File: config.mk
export PLATFORM = sky130hd
export DESIGN_NAME = multicycle_controller
export DESIGN_NICKNAME = d
export VERILOG_FILES = /design/src/rtl/multicycle_controller.sv
export SDC_FILE = /design/constraint.sdc
export NUM_CORES = 1
export LEC_CHECK = 0
export ABC_CLOCK_PERIOD_IN_PS = 3900
export BUFFER_PORTS_ARGS = -buffer_cell sky130_fd_sc_hd__clkbuf_2
export CORE_UTILIZATION = 30
export DETAILED_ROUTE_END_ITERATION = 10
export SLEW_MARGIN = 20
export SYNTH_ARGS = -nofsm -noshare
export SYNTH_HDL_FRONTEND = slang
export SYNTH_SLANG_ARGS = --single-unit
File: constraint.sdc
create_clock -name clk -period 3.9 [get_ports clk]
set_input_delay 0.585 -clock clk [delete_from_list [all_inputs] [get_ports clk]]
set_output_delay 0.585 -clock clk [all_outputs]
set_load 0.02 [all_outputs]
File: src/rtl/multicycle_controller.sv
`timescale 1ns/1ps
// ----------------------------------------------------------------------------
// multicycle_controller
//
// Control FSM for a multi-cycle RV32-style datapath. Sequences
// FETCH -> DECODE -> EXEC -> [MEM] -> [WB] per instruction.
// Produces memory strobes, IR/PC load strobes, datapath decode controls,
// a retire pulse and a 32-bit retired-instruction counter.
//
// Optional feature macro: CTRL_ILLEGAL_TRAP_EN
//   defined   : an illegal opcode in DECODE parks the FSM in TRAP until reset
//   undefined : an illegal opcode retires in DECODE as a NOP; trap tied 0
//
// state | meaning
// ------+------------------------------------------------------------
// 0     | FETCH  : memory read of next instruction, IR load on mem_ready
// 1     | DECODE : opcode captured into op_q, legality check
// 2     | EXEC   : ALU cycle; branches retire here
// 3     | MEM    : load/store access, waits on mem_ready; stores retire
// 4     | WB     : register writeback and retire
// 5     | TRAP   : illegal opcode seen, all strobes idle, exit by reset only
//
// Ports
//   clk, reset            clock, asynchronous active-high reset
//   Opcode[6:0]           instruction[6:0], valid from DECODE onward
//   mem_ready             current mem_req access completes this cycle
//   branch_taken          ALU branch result (datapath uses it for PC mux)
//   state[2:0]            current FSM state (encoding above)
//   mem_req, mem_we       memory request / write enable
//   ir_write, pc_write    IR load / PC load
//   retire                one-cycle instruction-complete pulse
//   RegWrite, MemtoReg    register file write / load-data writeback select
//   ALUsrcA, ALUsrcB      ALU operand selects
//   Jal, Jalr, Branch     control-flow class of the current instruction
//   writeSelect[1:0]      writeback source
//   ALUOp[1:0]            ALU operation class
//   trap                  sticky illegal-opcode flag
//   instret[31:0]         retired-instruction count (wraps)
// ----------------------------------------------------------------------------
module multicycle_controller (
    input  logic        clk,
    input  logic        reset,
    input  logic [6:0]  Opcode,
    input  logic        mem_ready,
    input  logic        branch_taken,
    output logic [2:0]  state,
    output logic        mem_req,
    output logic        mem_we,
    output logic        ir_write,
    output logic        pc_write,
    output logic        retire,
    output logic        RegWrite,
    output logic        MemtoReg,
    output logic        ALUsrcA,
    output logic        ALUsrcB,
    output logic        Jal,
    output logic        Jalr,
    output logic        Branch,
    output logic [1:0]  writeSelect,
    output logic [1:0]  ALUOp,
    output logic        trap,
    output logic [31:0] instret
);

    typedef enum logic [2:0] {
        ST_FETCH  = 3'd0,
        ST_DECODE = 3'd1,
        ST_EXEC   = 3'd2,
        ST_MEM    = 3'd3,
        ST_WB     = 3'd4,
        ST_TRAP   = 3'd5
    } state_t;

    localparam logic [6:0] OP_R     = 7'b0110011;
    localparam logic [6:0] OP_LW    = 7'b0000011;
    localparam logic [6:0] OP_SW    = 7'b0100011;
    localparam logic [6:0] OP_I     = 7'b0010011;
    localparam logic [6:0] OP_BR    = 7'b1100011;
    localparam logic [6:0] OP_JAL   = 7'b1101111;
    localparam logic [6:0] OP_JALR  = 7'b1100111;
    localparam logic [6:0] OP_LUI   = 7'b0110111;
    localparam logic [6:0] OP_AUIPC = 7'b0010111;

    state_t      state_q, state_d;
    logic [6:0]  op_q, op_d;
    logic [31:0] instret_q, instret_d;
    // Clears on reset and sets on the first edge after release, so the
    // first memory request starts one clock after reset is removed.
    logic        started_q;

    // The PC source choice (target vs PC+4) is made in the datapath from
    // Branch and branch_taken; the controller loads the PC either way.
    logic        unused_branch_taken;
    assign unused_branch_taken = branch_taken;

    logic is_r, is_lw, is_sw, is_i, is_br, is_jal, is_jalr, is_lui, is_auipc;
    logic is_legal, decode_active;

    // op_d is Opcode during DECODE (the value being captured) and op_q
    // afterwards, so decode controls are valid from DECODE and stay frozen
    // even if the instruction bus moves on.
    always_comb begin
        op_d = (state_q == ST_DECODE) ? Opcode : op_q;
    end

    always_comb begin
        is_r     = (op_d == OP_R);
        is_lw    = (op_d == OP_LW);
        is_sw    = (op_d == OP_SW);
        is_i     = (op_d == OP_I);
        is_br    = (op_d == OP_BR);
        is_jal   = (op_d == OP_JAL);
        is_jalr  = (op_d == OP_JALR);
        is_lui   = (op_d == OP_LUI);
        is_auipc = (op_d == OP_AUIPC);
        is_legal = is_r | is_lw | is_sw | is_i | is_br | is_jal | is_jalr |
                   is_lui | is_auipc;
        decode_active = (state_q == ST_DECODE) || (state_q == ST_EXEC) ||
                        (state_q == ST_MEM)    || (state_q == ST_WB);
    end

    // State register
    always_ff @(posedge clk or posedge reset) begin
        if (reset) begin
            state_q   <= ST_FETCH;
            op_q      <= 7'd0;
            instret_q <= 32'd0;
            started_q <= 1'b0;
        end else begin
            state_q   <= state_d;
            op_q      <= op_d;
            instret_q <= instret_d;
            started_q <= 1'b1;
        end
    end

    // Next-state logic
    always_comb begin
        state_d = state_q;
        case (state_q)
            ST_FETCH: begin
                if (started_q && mem_ready) state_d = ST_DECODE;
            end
            ST_DECODE: begin
                if (is_legal) begin
                    state_d = ST_EXEC;
                end else begin
`ifdef CTRL_ILLEGAL_TRAP_EN
                    state_d = ST_TRAP;
`else
                    state_d = ST_FETCH;
`endif
                end
            end
            ST_EXEC: begin
                if (is_br)              state_d = ST_FETCH;
                else if (is_lw || is_sw) state_d = ST_MEM;
                else                    state_d = ST_WB;
            end
            ST_MEM: begin
                if (mem_ready) state_d = is_sw ? ST_FETCH : ST_WB;
            end
            ST_WB:   state_d = ST_FETCH;
            ST_TRAP: state_d = ST_TRAP;
            default: state_d = ST_FETCH;
        endcase
    end

    // Output logic
    always_comb begin
        mem_req     = 1'b0;
        mem_we      = 1'b0;
        ir_write    = 1'b0;
        pc_write    = 1'b0;
        retire      = 1'b0;
        RegWrite    = 1'b0;
        MemtoReg    = 1'b0;
        trap        = 1'b0;
        ALUsrcA     = 1'b0;
        ALUsrcB     = 1'b0;
        Jal         = 1'b0;
        Jalr        = 1'b0;
        Branch      = 1'b0;
        writeSelect = 2'b00;
        ALUOp       = 2'b00;

        case (state_q)
            ST_FETCH: begin
                mem_req  = started_q;
                ir_write = started_q & mem_ready;
            end
            ST_DECODE: begin
`ifndef CTRL_ILLEGAL_TRAP_EN
                // Illegal opcode retires as a NOP straight out of DECODE.
                if (!is_legal) begin
                    retire   = 1'b1;
                    pc_write = 1'b1;
                end
`endif
            end
            ST_EXEC: begin
                if (is_br) begin
                    retire   = 1'b1;
                    pc_write = 1'b1;
                end
            end
            ST_MEM: begin
                mem_req = 1'b1;
                mem_we  = is_sw;
                if (mem_ready && is_sw) begin
                    retire   = 1'b1;
                    pc_write = 1'b1;
                end
            end
            ST_WB: begin
                RegWrite = 1'b1;
                MemtoReg = is_lw;
                retire   = 1'b1;
                pc_write = 1'b1;
            end
            ST_TRAP: begin
`ifdef CTRL_ILLEGAL_TRAP_EN
                trap = 1'b1;
`endif
            end
            default: begin
            end
        endcase

        if (decode_active) begin
            ALUsrcA     = is_jal | is_lui | is_auipc;
            ALUsrcB     = is_lw | is_sw | is_i | is_jalr;
            writeSelect = {is_lui | is_auipc, is_jal | is_jalr | is_auipc};
            ALUOp       = {is_br | is_r | is_jal, is_br | is_jal | is_i};
            Jal         = is_jal;
            Jalr        = is_jalr;
            Branch      = is_br;
        end
    end

    always_comb begin
        instret_d = retire ? (instret_q + 32'd1) : instret_q;
    end

    assign state   = state_q;
    assign instret = instret_q;

endmodule

==> flow_summary_export.csv <==
group,metric,value,unit
place,io_buffers,60,
synth,synth_warnings,0,
floorplanning,start_util,31.25,%
cts,cts_tree,"built",
run,max_cap_violations,0,
final_layout,fillerInstances,838,
synth,async_flop_share,100.0,%
sta,relSlewSlack,56.50,%
final_layout,area_growth,17.17,%
synth,synth_flop_cell,"dfrtp_1",
cts,postCtsSetupBuffers,0,
worst_setup_path,end_kind,"output port",
floorplanning,rows,33,
pwr,pwr-share-seq,49.4,%
grt,grt_first_pass_wirelength,10080,um
synth,synth_most_common_cell,"dfrtp_1",
routing,first_iter_violations,92,
pwr,ir_drop,199.4,uV
place,pre_cts_slack,0.7813,ns
final_layout,final_net_count,345,
grt,antenna_found_initial,0,
cts,cts_buffers,5,
place,dp_hpwl,4487,um
sta,setup_slack,0.4344,ns
synth,ys_types,50,
routing,totalWireLength,6010,um
final_layout,fin_cells,438,
synth,synthCells,278,
cts,insertion_delay,0.29,ns
synth,synthTopCellsByCount,"43 x dfrtp_1, 35 x nand2_1, 27 x xor2_1",
floorplanning,core_area,8299,um2
cts,numClockSinks,43,
hold_path,holdCritPathClass,"in -> async",
sta,hold_violations,0,
cts,cts-root-buf,"clkbuf_8",
sta,fin_crit_sh,88.86,%
synth,synth_edf_count,0,
cts,cts_buffer_depth,2,
floorplanning,ioPinCount,63,
worst_setup_path,worstPathRequired,3.31,ns
pwr,comb_power_share,26.3,%
run_status,status,"complete, no violations",
sta,skew,0.008603,ns
sta,slew_viol_final,0,
grt,grt.overflow.total,0,
final_layout,antenna_cells,0,
floorplanning,die_w,94.98,um
cts,htree_num_levels,2,
pwr,p_total,0.001160,W
routing,avgRoutedWirePerCell,13.72,um
synth,syn_avg_cell_area,9.330,um2
synth,synth_largest_area_cell,"dfrtp_1",
worst_setup_path,reg2reg_slack,0.72,ns
cts,cts_hold_buf,0,
routing,vias,2181,
routing,ant_nets,0,
grt,grtUsageTotal,14.07,%
routing,firstDrtPassIters,4,
sta,finalSetupViolCount,0,
synth,synth-seq-cells,43,
synth,yosysSeqAreaShare,41.49,%
synth,syn_nets,290,
synth,synth_top_cells_by_area,"dfrtp_1 41%, xor2_1 9.1%, nand2_1 5.1%, nor4_2 4.3%, nand3_1 3.3%",
grt,grt_start_max_net_pins,44,
final_layout,drive_gt1_share,28.23,%
place,gp_congestion,0.8742,
cts,cts_resized,0,
sta,fmax,288.5,MHz
place,dp.cells,431,
sta,timing.final.crit_period,3.466,ns
synth,syn_area,2594,um2
routing,drc,0,
pwr,switching_power,0.0004227,W
worst_setup_path,crit_type,"reg -> out",
cts,cts.clk_slew.worst_paths,0.08,ns
floorplanning,dieArea,9021,um2
sta,tns,0,ns
worst_setup_path,critPathMaxFanout,16,
routing,post_drt_via_cell_ratio,4.979,
sta,worstMarginPinSlew,0.6509,ns
pwr,internal_power,0.0007375,W
grt,grt_pass1_vias,2072,
sta,rsz0062_at_grt,"no",
pwr,netSwitchingFraction,36.44,%
floorplanning,die_h,94.98,um
worst_setup_path,worstPathArrival,2.88,ns
synth,synth_top_area_share,41.49,%
pwr,power_density,381.8,nW/um2
pwr,p_leak,1.257,nW
pwr,p_clk_share,24.3,%
sta,whs,0.3990,ns
worst_setup_path,critPathLaunchType,"register",
cell usage in the layout, fill, tap and decap left out, types with 3 or more instances in the layout:
master    netlist  final
nand2_1        35     35
xor2_1         27     27
buf_4           2      3
nand3_1        17     17
nor3_1          9      9
a31oi_1         6      6
nor4_2          9      9
xnor2_1         7      7
dfrtp_1        43     43
clkbuf_8        0      6
nor4_1          6      6
o21ai_0         3      3
and3_1          6      6
a21oi_1         9      9
nor3_2          6      6
nor2_1         20     20
nor4b_2         3      3
clkbuf_2        0     60
nand4_1         8      8
inv_1          13     12
stage by stage:
stage	cell area [um2]	utilization, %
detailed placement	2952	35.56
finish	3039	36.62
global route	3039	36.62
floorplan	2594	-
global placement	2952	35.56
CTS	3039	36.62
power groups by stage:
stage,Clock (W),Combinational [W],Sequential (W)
final,0.000282,0.000306,0.000573
after global routing,0.000313,0.000339,0.000586
after CTS,0.000294,0.000309,0.000574
after detailed placement,0,0.000307,0.000583
after global placement,0,0.000306,0.000580
after floorplan,0,0.000199,0.000594
logic make-up after synthesis:
kind of cell	count (synthesis)	share of synthesized area [%]
buf+inv	29	5.740
xor+xnor	34	11.48
flops	43	41.49
mux	3	1.206
compound gates	32	8.152
fa+ha+maj	1	0.4823
simple gates	134	31.16
other cells	2	0.2895
worst max-delay path: stages, from the launching register on:
cell,delay [ns]
dfrtp_1,0.51
or3b_1,0.62
nand4b_1,0.27
nor4_1,0.44
a31oi_1,0.17
o211a_1,0.23
inv_2,0.15
clkbuf_2,0.19
worst paths after layout:
kind | cells past startpoint | end | startpoint
min | 3 | instret[9] | reset
min in group clk | 1 | instret[31] | instret[31]
max reg2reg | 8 | instret[21] | state[0]
max | 7 | retire | state[0]
min reg2reg | 1 | instret[31] | instret[31]
max in group asynchronous | 3 | instret[19] | reset
flip-flops by register name, indices dropped and copies added, names as in the netlist:
| signal | cells |
|---|---|
| state | 3 |
| op_q | 7 |
| instret | 32 |
| started_q | 1 |
layout make-up:
cell class	count	area [um2]	share of cell area, %
sequential	43	1076	35.41
clock inverter	1	5.005	0.1647
timing repair buffer	63	322.8	10.62
inverter	14	52.55	1.729
clock buffer	6	82.58	2.717
multi-input combinational	206	1369	45.04
tap	105	131.4	4.323
routing by layer:
metal	wire, um	track usage, %	vias up
li1	-	-	1079
met5	0	0	-
met3	175	2.496	5
met2	2848	21.52	34
met1	2931	20.00	1063
met4	55	4.419	0
Power figures use the tool's default switching activity.
